$ cat src/rtl/lsu_mem_ctrl.sv
// Load/store unit front end for a single-port, word-wide data memory with
// combinational read. Handles byte/half/word loads (sign or zero extended)
// and stores (sub-word stores via read-modify-write), one response per request.
//
// Request handshake: a request transfers on a rising clk edge where both
// req_valid and req_ready are high; req_ready is high only while idle, and
// req_* inputs are ignored at every other time. Responses are a one-cycle
// resp_valid pulse with no back-pressure; resp_rdata/resp_err hold until the
// next response.
module lsu_mem_ctrl #(
    parameter int ADDR_WIDTH = 10,
    parameter int DATA_WIDTH = 32
) (
    input  logic                  clk,
    input  logic                  rst_n,
    input  logic                  req_valid,
    output logic                  req_ready,
    input  logic                  req_we,
    input  logic [1:0]            req_size,
    input  logic                  req_unsigned,
    input  logic [31:0]           req_addr,
    input  logic [DATA_WIDTH-1:0] req_wdata,
    output logic                  resp_valid,
    output logic [DATA_WIDTH-1:0] resp_rdata,
    output logic                  resp_err,
    output logic [ADDR_WIDTH-1:0] mem_addr,
    output logic                  mem_we,
    output logic [DATA_WIDTH-1:0] mem_wdata,
    input  logic [DATA_WIDTH-1:0] mem_rdata,
    output logic [1:0]            dbg_state
);

    typedef enum logic [1:0] {
        IDLE   = 2'd0,
        ACCESS = 2'd1,
        WRITE  = 2'd2,
        RESP   = 2'd3
    } state_t;

    state_t                state;
    logic                  we_q;
    logic [1:0]            size_q;
    logic                  uns_q;
    logic [1:0]            lane_q;
    logic [DATA_WIDTH-1:0] wdata_q;

    logic                  misaligned;
    logic [7:0]            byte_sel;
    logic [15:0]           half_sel;
    logic [DATA_WIDTH-1:0] load_ext;
    logic [DATA_WIDTH-1:0] merged;
    logic                  unused_addr_hi;

    // Address bits above the memory's word index are intentionally dropped (wrap).
    assign unused_addr_hi = ^req_addr[31:ADDR_WIDTH+2];

    assign req_ready = (state == IDLE);
    assign dbg_state = state;

    // Alignment check on the incoming request; size 3 is never legal.
    always_comb begin
        misaligned = 1'b0;
        case (req_size)
            2'd1:    misaligned = req_addr[0];
            2'd2:    misaligned = (req_addr[1:0] != 2'b00);
            2'd3:    misaligned = 1'b1;
            default: misaligned = 1'b0;
        endcase
    end

    // Lane selection and sign/zero extension of the addressed memory word.
    always_comb begin
        byte_sel = mem_rdata[7:0];
        case (lane_q)
            2'd1:    byte_sel = mem_rdata[15:8];
            2'd2:    byte_sel = mem_rdata[23:16];
            2'd3:    byte_sel = mem_rdata[31:24];
            default: byte_sel = mem_rdata[7:0];
        endcase
        half_sel = lane_q[1] ? mem_rdata[31:16] : mem_rdata[15:0];
        case (size_q)
            2'd0:    load_ext = uns_q ? {24'd0, byte_sel} : {{24{byte_sel[7]}}, byte_sel};
            2'd1:    load_ext = uns_q ? {16'd0, half_sel} : {{16{half_sel[15]}}, half_sel};
            default: load_ext = mem_rdata;
        endcase
    end

    // Merge sub-word store data into the current memory word, other lanes untouched.
    always_comb begin
        merged = mem_rdata;
        if (size_q == 2'd0) begin
            case (lane_q)
                2'd1:    merged[15:8]  = wdata_q[7:0];
                2'd2:    merged[23:16] = wdata_q[7:0];
                2'd3:    merged[31:24] = wdata_q[7:0];
                default: merged[7:0]   = wdata_q[7:0];
            endcase
        end else if (lane_q[1]) begin
            merged[31:16] = wdata_q[15:0];
        end else begin
            merged[15:0] = wdata_q[15:0];
        end
    end

    // Request sequencer: all outputs registered, memory strobes issued from state.
    always_ff @(posedge clk or negedge rst_n) begin
        if (!rst_n) begin
            state      <= IDLE;
            we_q       <= 1'b0;
            size_q     <= 2'd0;
            uns_q      <= 1'b0;
            lane_q     <= 2'd0;
            wdata_q    <= '0;
            resp_valid <= 1'b0;
            resp_rdata <= '0;
            resp_err   <= 1'b0;
            mem_addr   <= '0;
            mem_we     <= 1'b0;
            mem_wdata  <= '0;
        end else begin
            case (state)
                IDLE: begin
                    if (req_valid) begin
                        we_q    <= req_we;
                        size_q  <= req_size;
                        uns_q   <= req_unsigned;
                        lane_q  <= req_addr[1:0];
                        wdata_q <= req_wdata;
                        if (misaligned) begin
                            resp_valid <= 1'b1;
                            resp_err   <= 1'b1;
                            resp_rdata <= '0;
                            state      <= RESP;
                        end else begin
                            mem_addr <= req_addr[ADDR_WIDTH+1:2];
                            // Full-word stores need no read, so write during ACCESS.
                            if (req_we && (req_size == 2'd2)) begin
                                mem_we    <= 1'b1;
                                mem_wdata <= req_wdata;
                            end
                            state <= ACCESS;
                        end
                    end
                end
                ACCESS: begin
                    if (!we_q) begin
                        resp_rdata <= load_ext;
                        resp_err   <= 1'b0;
                        resp_valid <= 1'b1;
                        state      <= RESP;
                    end else if (size_q == 2'd2) begin
                        mem_we     <= 1'b0;
                        resp_rdata <= '0;
                        resp_err   <= 1'b0;
                        resp_valid <= 1'b1;
                        state      <= RESP;
                    end else begin
                        mem_we    <= 1'b1;
                        mem_wdata <= merged;
                        state     <= WRITE;
                    end
                end
                WRITE: begin
                    mem_we     <= 1'b0;
                    resp_rdata <= '0;
                    resp_err   <= 1'b0;
                    resp_valid <= 1'b1;
                    state      <= RESP;
                end
                default: begin
                    resp_valid <= 1'b0;
                    state      <= IDLE;
                end
            endcase
        end
    end

endmodule
$ cat config.mk
export PLATFORM = sky130hd
export DESIGN_NAME = lsu_mem_ctrl
export DESIGN_NICKNAME = d
export VERILOG_FILES = /design/src/rtl/lsu_mem_ctrl.sv
export SDC_FILE = /design/constraint.sdc
export NUM_CORES = 1
export LEC_CHECK = 0
export ABC_AREA = 1
export CAP_MARGIN = 20
export CORE_UTILIZATION = 48
export DETAILED_ROUTE_END_ITERATION = 8
export PLACE_DENSITY = 0.81
export SLEW_MARGIN = 10
export SYNTH_ARGS = -nofsm -noshare
export SYNTH_HDL_FRONTEND = slang
export SYNTH_SLANG_ARGS = --single-unit
export TNS_END_PERCENT = 20
$ cat constraint.sdc
create_clock -name clk -period 2.4 [get_ports clk]
set_input_delay 0.24 -clock clk [delete_from_list [all_inputs] [get_ports clk]]
set_output_delay 0.24 -clock clk [all_outputs]
set_load 0.005 [all_outputs]
Word-level counts from Yosys, hierarchy flattened. Cells that the tools add are included.

Register bits after elaboration: 101. Input bits: 103. Output and inout port bits: 80.

Equality and inequality tests: 17. Mux-type cells: 43. Bitwise gates (word level): 1. Reductions and logical operators: 13.

Operator list (number): 32-bit 2-to-1 mux (12); 32-bit one-hot mux with 2 select lines (2); 32-bit one-hot mux with 3 select lines (1); 16-bit 2-to-1 mux (3); 8-bit 2-to-1 mux (4); 8-bit one-hot mux with 3 select lines (1); 1-bit 2-to-1 mux (13); 2-bit == test (second input constant) (6); 1-bit one-hot mux with 3 select lines (4); 2-bit by 1-bit == test with 1-bit output (second input constant) (4); 2-bit != test (second input constant) (4); 2-bit one-hot mux with 3 select lines (1); 3-bit AND reduction (2); 6-bit AND reduction (1); 5-bit AND reduction (1); 2-bit logical NOT (2); 2-bit 2-to-1 mux (2); 2-bit by 1-bit != test with 1-bit output (second input constant) (2); 4-bit AND reduction (1); 2-bit nonzero test (2); 3-bit != test (second input constant) (1); 3-bit nonzero test (1); 3-bit OR reduction (1); 2-bit AND reduction (1); 2 further kinds (2).

Longest topological paths before layout. Gate-level depths: netlist of the first run.

Word-level depth: 7. Mapped depth: 12. Mapped depth without buffers: 10.

Least setup slack after synthesis of the first run. No wires, ideal clock.

Path type: register to register. From: reg state[0] (netlist: dbg_state[0]). To: reg mem_wdata[0]. Library setup time: 0.116 ns. Data arrival time: 1.600 ns. Required time: 2.284 ns. Slack: 0.683 ns. Cell stages (with the launch flop): 12. Buffers on the path: 2. Period minus slack after synthesis: 1.717 ns. Path through: dfrtp_1 inv_1 ha_1 buf_2 nor2_1 a31oi_1 nand3_1 nor2_4 inv_2 buf_4 nand2_1 nand2_1.

Longest elaborated chain between the ends: 3. Elaborated cells between the ends (all ways): 10. Classes of those cells: eq/ne: 6; mux: 1; reduce/logical: 3.

Ends and longest elaborated chain: start, declared (line 40) `state_t state;`; start signal, assigned (line 108) `state <= IDLE;`; start signal, assigned (line 133) `state <= RESP;`; start signal, assigned (line 141) `state <= ACCESS;`; 2-bit logical NOT (*); named net req_ready (line 17) `output logic req_ready,`; 2-bit by 1-bit != test with 1-bit output (no line) (tied with other cells); 6-bit AND reduction (no line); end signal, assigned (line 139) `mem_wdata <= req_wdata;`; end signal, assigned (line 159) `mem_wdata <= merged;`; end, declared (line 28) `output logic [DATA_WIDTH-1:0] mem_wdata,`.

Mark *: on every way through the listed nets, which the timed path passes. The rest lies on a longest branch. A chain may end at the register's enable or synchronous reset.

Worst setup path in the final report of the first run.
From: reg state[0] (netlist: dbg_state[0]). To: out req_ready.

Longest elaborated chain between the ends: 1.

Ends and longest elaborated chain: 2-bit logical NOT (line 57) `assign req_ready = (state == IDLE);`; end, declared (line 17).

Every way passes these cells.

==> results.json, run 1 <==
{
  "status": "completed",
  "skew_ps": 4.64,
  "setup.worst_path.end_class": "output port",
  "layout_commonest_cell": "nand2_1",
  "p_leak_nw": 4.07,
  "hp-class": "primary input to asynchronous set/reset pin",
  "drc": 0,
  "r2r_end": "mem_wdata[21]",
  "cts_root_buf": "clkbuf_16",
  "worst_slack_ps": 315,
  "pre_cts_ws_ps": 457,
  "tns_ps": 0,
  "fin_nets": 1157,
  "synth-edff-count": 0,
  "maxCapViolations": 0,
  "hold_violations": 0,
  "max_freq_mhz": 480,
  "post-route-period-util": 0.869,
  "htree_levels": 3,
  "vdd_drop_max_mv": 0.730,
  "cpPeakStageDelay_ps": 580,
  "grt_setup_unrepaired": "no",
  "numCtsBuffers": 9,
  "cts_tree": "done",
  "fin_hold_ws_ps": 418,
  "tightest_slew_ps": 563,
  "ant_nets": 0,
  "yosys_warnings": 0,
  "syn2layout_area_growth_pct": 32.9,
  "cpMaxStageDelayCell": "clkdlybuf4s50_1",
  "start_util": 0.501,
  "routed_wl_mm": 18.0,
  "layout-drive-gt1-share": 0.0636,
  "vias": 6412,
  "die-area_sq_um": 13200,
  "place_area_sq_um": 7830,
  "synth.distinct_cells": 33,
  "startpoint_type": "flip-flop",
  "core_sq_um": 12200,
  "grt_pass1_wl_mm": 29.4,
  "filler_cell_count": 1123,
  "crit_path_start": "dbg_state[0]",
  "synthCells": 907,
  "die_h_um": 115,
  "hpwlAfterDp_mm": 13.0,
  "cts_setup_buffers": 0,
  "fin_area_sq_um": 8120,
  "viasPerCell": 5.25,
  "path_buf_inv": 2,
  "cp_max_fo": 8,
  "grt_pass1_vias": 6007,
  "overflow": 0,
  "syn_area_sq_um": 6110,
  "path_cells": "inv_1, ha_1, clkdlybuf4s50_1",
  "grt_usage": 0.288,
  "cts_sinks": 101,
  "clk_pin_slew_ps": 60,
  "pin_count": 183,
  "syn_nets": 1015,
  "worst-r2r-setup-slack_ps": 340,
  "cts_resized": 0,
  "grt_max_degree": 57,
  "synthArstFlopShare": 1.00,
  "dieWidth_um": 115,
  "cp.arrival_ps": 1850,
  "setup_viol": 0,
  "antenna_found_initial": 0,
  "clock_latency_ps": 350,
  "antennaDiodeCount": 0,
  "cts_buffer_depth": 2,
  "min_period_ps": 2090,
  "finalMaxSlewViolations": 0,
  "relSlewSlack": 0.625,
  "pwr_density_cell_nw_per_um2": 1300,
  "crit_family": "buffers and inverters",
  "rows": 40,
  "drt_iter0_drc": 536,
  "syn_area_per_cell_sq_um": 6.74,
  "ys_ff_latch": 101,
  "path_class": "flip-flop to output port",
  "timing.rr.start": "dbg_state[0]",
  "synth.yosys.seq_area_share": 0.414,
  "ff2ff_path_depth": 9,
  "crit_required_ps": 2160,
  "gp_congestion": 0.897,
  "synth-main-ff-cell": "dfrtp_1",
  "dr.pass1.iters": 5,
  "final_cell_mix": "417 x nand2_1, 161 x clkdlybuf4s50_1, 109 x nand3_1, 101 x dfrtp_1, 70 x o21ai_0",
  "port_buffers": 162,
  "wl_per_cell_um": 14.8
}
registers in the layout, summed over array words and instances, names as in the netlist:
| signal | count |
|---|---|
| size_q | 2 |
| mem_wdata | 32 |
| resp_valid | 1 |
| we_q | 1 |
| mem_we | 1 |
| uns_q | 1 |
| resp_err | 1 |
| dbg_state | 2 |
| resp_rdata | 32 |
| lane_q | 2 |
| wdata_q | 16 |
| mem_addr | 10 |
per-layer routing:
| metal | GRT usage | wire length [um] |
|---|---|---|
| met1 | 0.374 | 7680 |
| met2 | 0.466 | 8330 |
| met3 | 0.0743 | 1510 |
| met4 | 0.105 | 493 |
| met5 | 0 | 0 |
worst reg2reg max path, cell delays in order (launching register included):
cell,delay [ps]
dfrtp_1,440
inv_1,130
ha_1,350
nor2_1,100
a31oi_1,180
nand3_1,140
nor2_4,110
buf_4,340
nand3_1,150
nand2_1,80
synthesized netlist by cell type (all sizes together), types with 2 or more instances:
cell type  number  area, sq um
dfrtp         101         2530
a21oi          23          126
nand2         420         1590
buf            30          198
nand4           2         18.8
inv            52          200
nor2           53          245
nand3         113          608
o21ai          73          365
o22ai           2         12.5
clkbuf         20         75.1
or2             8         50.1
ha              5         62.6
layout make-up:
cell class | count | area, sq um | area share
Sequential cell | 101 | 2530 | 0.311
Timing Repair Buffer | 181 | 1790 | 0.220
Multi-Input combinational cell | 704 | 3110 | 0.384
Tap cell | 168 | 210 | 0.0259
Clock buffer | 14 | 274 | 0.0337
Clock inverter | 1 | 5.00 | 0.000616
Inverter | 52 | 200 | 0.0247
cells by family (layout without fill, tap and decap cells):
family,Yosys count,count (layout),share of synthesized area
AND/OR/NAND/NOR,598,598,0.413
flip-flops,101,101,0.414
adder cells (fa/ha/maj),5,5,0.0102
AO/OA/AOI/OAI,101,101,0.0860
buffers and inverters,102,248,0.0774
timing repair:
action | 4_1_cts | 5_1_grt
hold endpoints to repair | 41 | 0
endpoints found under the setup margin | 0 | 0
hold buffers | 1 | 0
metrics by stage:
step	cells	power, W	util
after detailed placement	1205	0.00914	0.641
after global routing	1221	0.0115	0.665
final	1221	0.0106	0.665
after floorplan	907	0.00684	-
after CTS	1221	0.0106	0.665
after global placement	1205	0.00901	0.641
report_power, final:
group	internal, W	leakage, nW	switching, W
clock	0.000782	0.139	0.000619
combinational	0.00259	2.64	0.00345
sequential	0.00250	1.29	0.000638
how the worst max path moves through the flow:
| stage | end | depth (start not counted) | slack, ps |
|---|---|---|---|
| after floorplan | mem_wdata[0] | 11 | 680 |
| after global placement | mem_wdata[16] | 9 | 480 |
| after detailed placement | mem_wdata[21] | 9 | 460 |
| after CTS | req_ready | 3 | 330 |
| after global routing | mem_wdata[23] | 9 | 130 |
| final | req_ready | 3 | 310 |
No activity file was read; power rests on OpenSTA's default activity.
==> run 2: changes to the inputs <==
--- a/config.mk
+++ b/config.mk
@@ -9,7 +9,7 @@
 export CAP_MARGIN = 20
 export CORE_UTILIZATION = 48
 export DETAILED_ROUTE_END_ITERATION = 8
-export PLACE_DENSITY = 0.81
+export PLACE_DENSITY = 0.83
 export SLEW_MARGIN = 10
 export SYNTH_ARGS = -nofsm -noshare
 export SYNTH_HDL_FRONTEND = slang
==> results.json, run 2 (synthesized netlist as in run 1, its figures left out) <==
{
  "finalMaxSlewViolations": 0,
  "rows": 40,
  "fin_nets": 1155,
  "grt_setup_unrepaired": "no",
  "relSlewSlack": 0.594,
  "skew_ps": 8.64,
  "vdd_drop_max_mv": 0.855,
  "setup.worst_path.end_class": "output port",
  "path_class": "flip-flop to output port",
  "status": "completed",
  "cts_root_buf": "clkbuf_16",
  "grt_pass1_vias": 6097,
  "grt_pass1_wl_mm": 29.9,
  "hp-class": "primary input to asynchronous set/reset pin",
  "startpoint_type": "flip-flop",
  "setup_viol": 0,
  "grt_usage": 0.292,
  "maxCapViolations": 0,
  "grtUsageMet2": 0.459,
  "min_period_ps": 2100,
  "htree_levels": 3,
  "final_cell_mix": "417 x nand2_1, 161 x clkdlybuf4s50_1, 109 x nand3_1, 101 x dfrtp_1, 70 x o21ai_0",
  "gp_congestion": 0.920,
  "p_leak_nw": 4.07,
  "dp.cells": 1203,
  "cts_setup_buffers": 0,
  "dieWidth_um": 115,
  "hold_violations": 0,
  "post-route-period-util": 0.874,
  "layout_commonest_cell": "nand2_1",
  "antennaDiodeCount": 0,
  "drt_iter0_drc": 634,
  "cts_buffer_depth": 2,
  "crit_required_ps": 2160,
  "antenna_found_initial": 0,
  "wl_per_cell_um": 14.9,
  "grt.busiest_layer": "met2",
  "cp.arrival_ps": 1860,
  "die_h_um": 115,
  "pin_count": 183,
  "port_buffers": 162,
  "die-area_sq_um": 13200,
  "max_freq_mhz": 477,
  "hpwlAfterDp_mm": 13.1,
  "tns_ps": 0,
  "cts_sinks": 101,
  "routed_wl_mm": 18.2,
  "top_regs": "mem_wdata (32), resp_rdata (32), wdata_q (16)",
  "core_sq_um": 12200,
  "pwr_density_cell_nw_per_um2": 1310,
  "start_util": 0.501,
  "cp_max_fo": 8,
  "numCtsBuffers": 9,
  "layout-drive-gt1-share": 0.0637,
  "syn2layout_area_growth_pct": 33.0,
  "clock_latency_ps": 360,
  "cts_tree": "done",
  "grtUsageMet1": 0.379,
  "viasPerCell": 5.31,
  "grt_max_degree": 72,
  "overflow": 0,
  "use_met3": 0.0633,
  "ant_nets": 0,
  "vias": 6484,
  "tightest_slew_ps": 608,
  "drc": 0,
  "clk_pin_slew_ps": 70,
  "fin_cells": 1220,
  "dr.pass1.iters": 5
}
-- run 2: cell count changes in the layout (fill, tap and decap cells not counted) --
cell | previous run | this run
clkinvlp_4 | 0 | 1
buf_4 | 17 | 16
buf_12 | 2 | 1
bufinv_16 | 0 | 1
clkbuf_1 | 2 | 1
-- run 2: cell type report --
cell class,instances,area (sq um)
tap,168,210
sequential,101,2530
multi-input combinational,704,3110
clock inverter,3,42.5
inverter,52,200
clock buffer,13,270
timing repair buffer,179,1760
fill,1079,4090
-- run 2: worst paths after layout --
kind / to / slack (ps) / startpoint / cells past startpoint
setup / recovery: req_ready / 300 / dbg_state[1] / 3
max in group asynchronous: mem_wdata[4] / 1280 / rst_n / 3
setup reg to reg: mem_wdata[22] / 310 / dbg_state[1] / 8
hold reg to reg: mem_wdata[26] / 470 / mem_wdata[26] / 2
hold / removal: resp_rdata[20] / 370 / rst_n / 2
min in group clk: mem_addr[2] / 420 / req_addr[4] / 3
-- run 2: per-stage QoR --
stage | util | area (sq um) | total power, W | setup slack [ps] | hold slack (ps)
floorplan | - | 6110 | 0.00684 | 683 | -55.6
global placement | 0.639 | 7800 | 0.00892 | 421 | 199
detailed placement | 0.639 | 7800 | 0.00907 | 362 | 203
CTS | 0.665 | 8130 | 0.0106 | 312 | 383
global route | 0.665 | 8130 | 0.0116 | 107 | 420
finish | 0.665 | 8130 | 0.0107 | 303 | 372
-- run 2: repair_timing --
item	4_1_cts	5_1_grt
hold buffers	1	0
resized for setup	0	0
hold endpoints to repair	30	0
-- run 2: critical path, cell delays in order (launching register included) --
cell             delay, ps
dfrtp_1                440
inv_1                  130
ha_1                   350
clkdlybuf4s50_1        570
-- run 2: power breakdown --
group          switching (W)  internal, W
combinational        0.00344      0.00254
sequential          0.000641      0.00250
clock               0.000641     0.000893
total                0.00473      0.00593
-- run 2: metal layers --
layer | wire (um) | share of wire | vias up
li1 | - | - | 3146
met1 | 7610 | 0.42 | 2972
met4 | 728 | 0.040 | 0
met2 | 8300 | 0.46 | 312
met5 | 0 | 0 | -
met3 | 1530 | 0.084 | 54
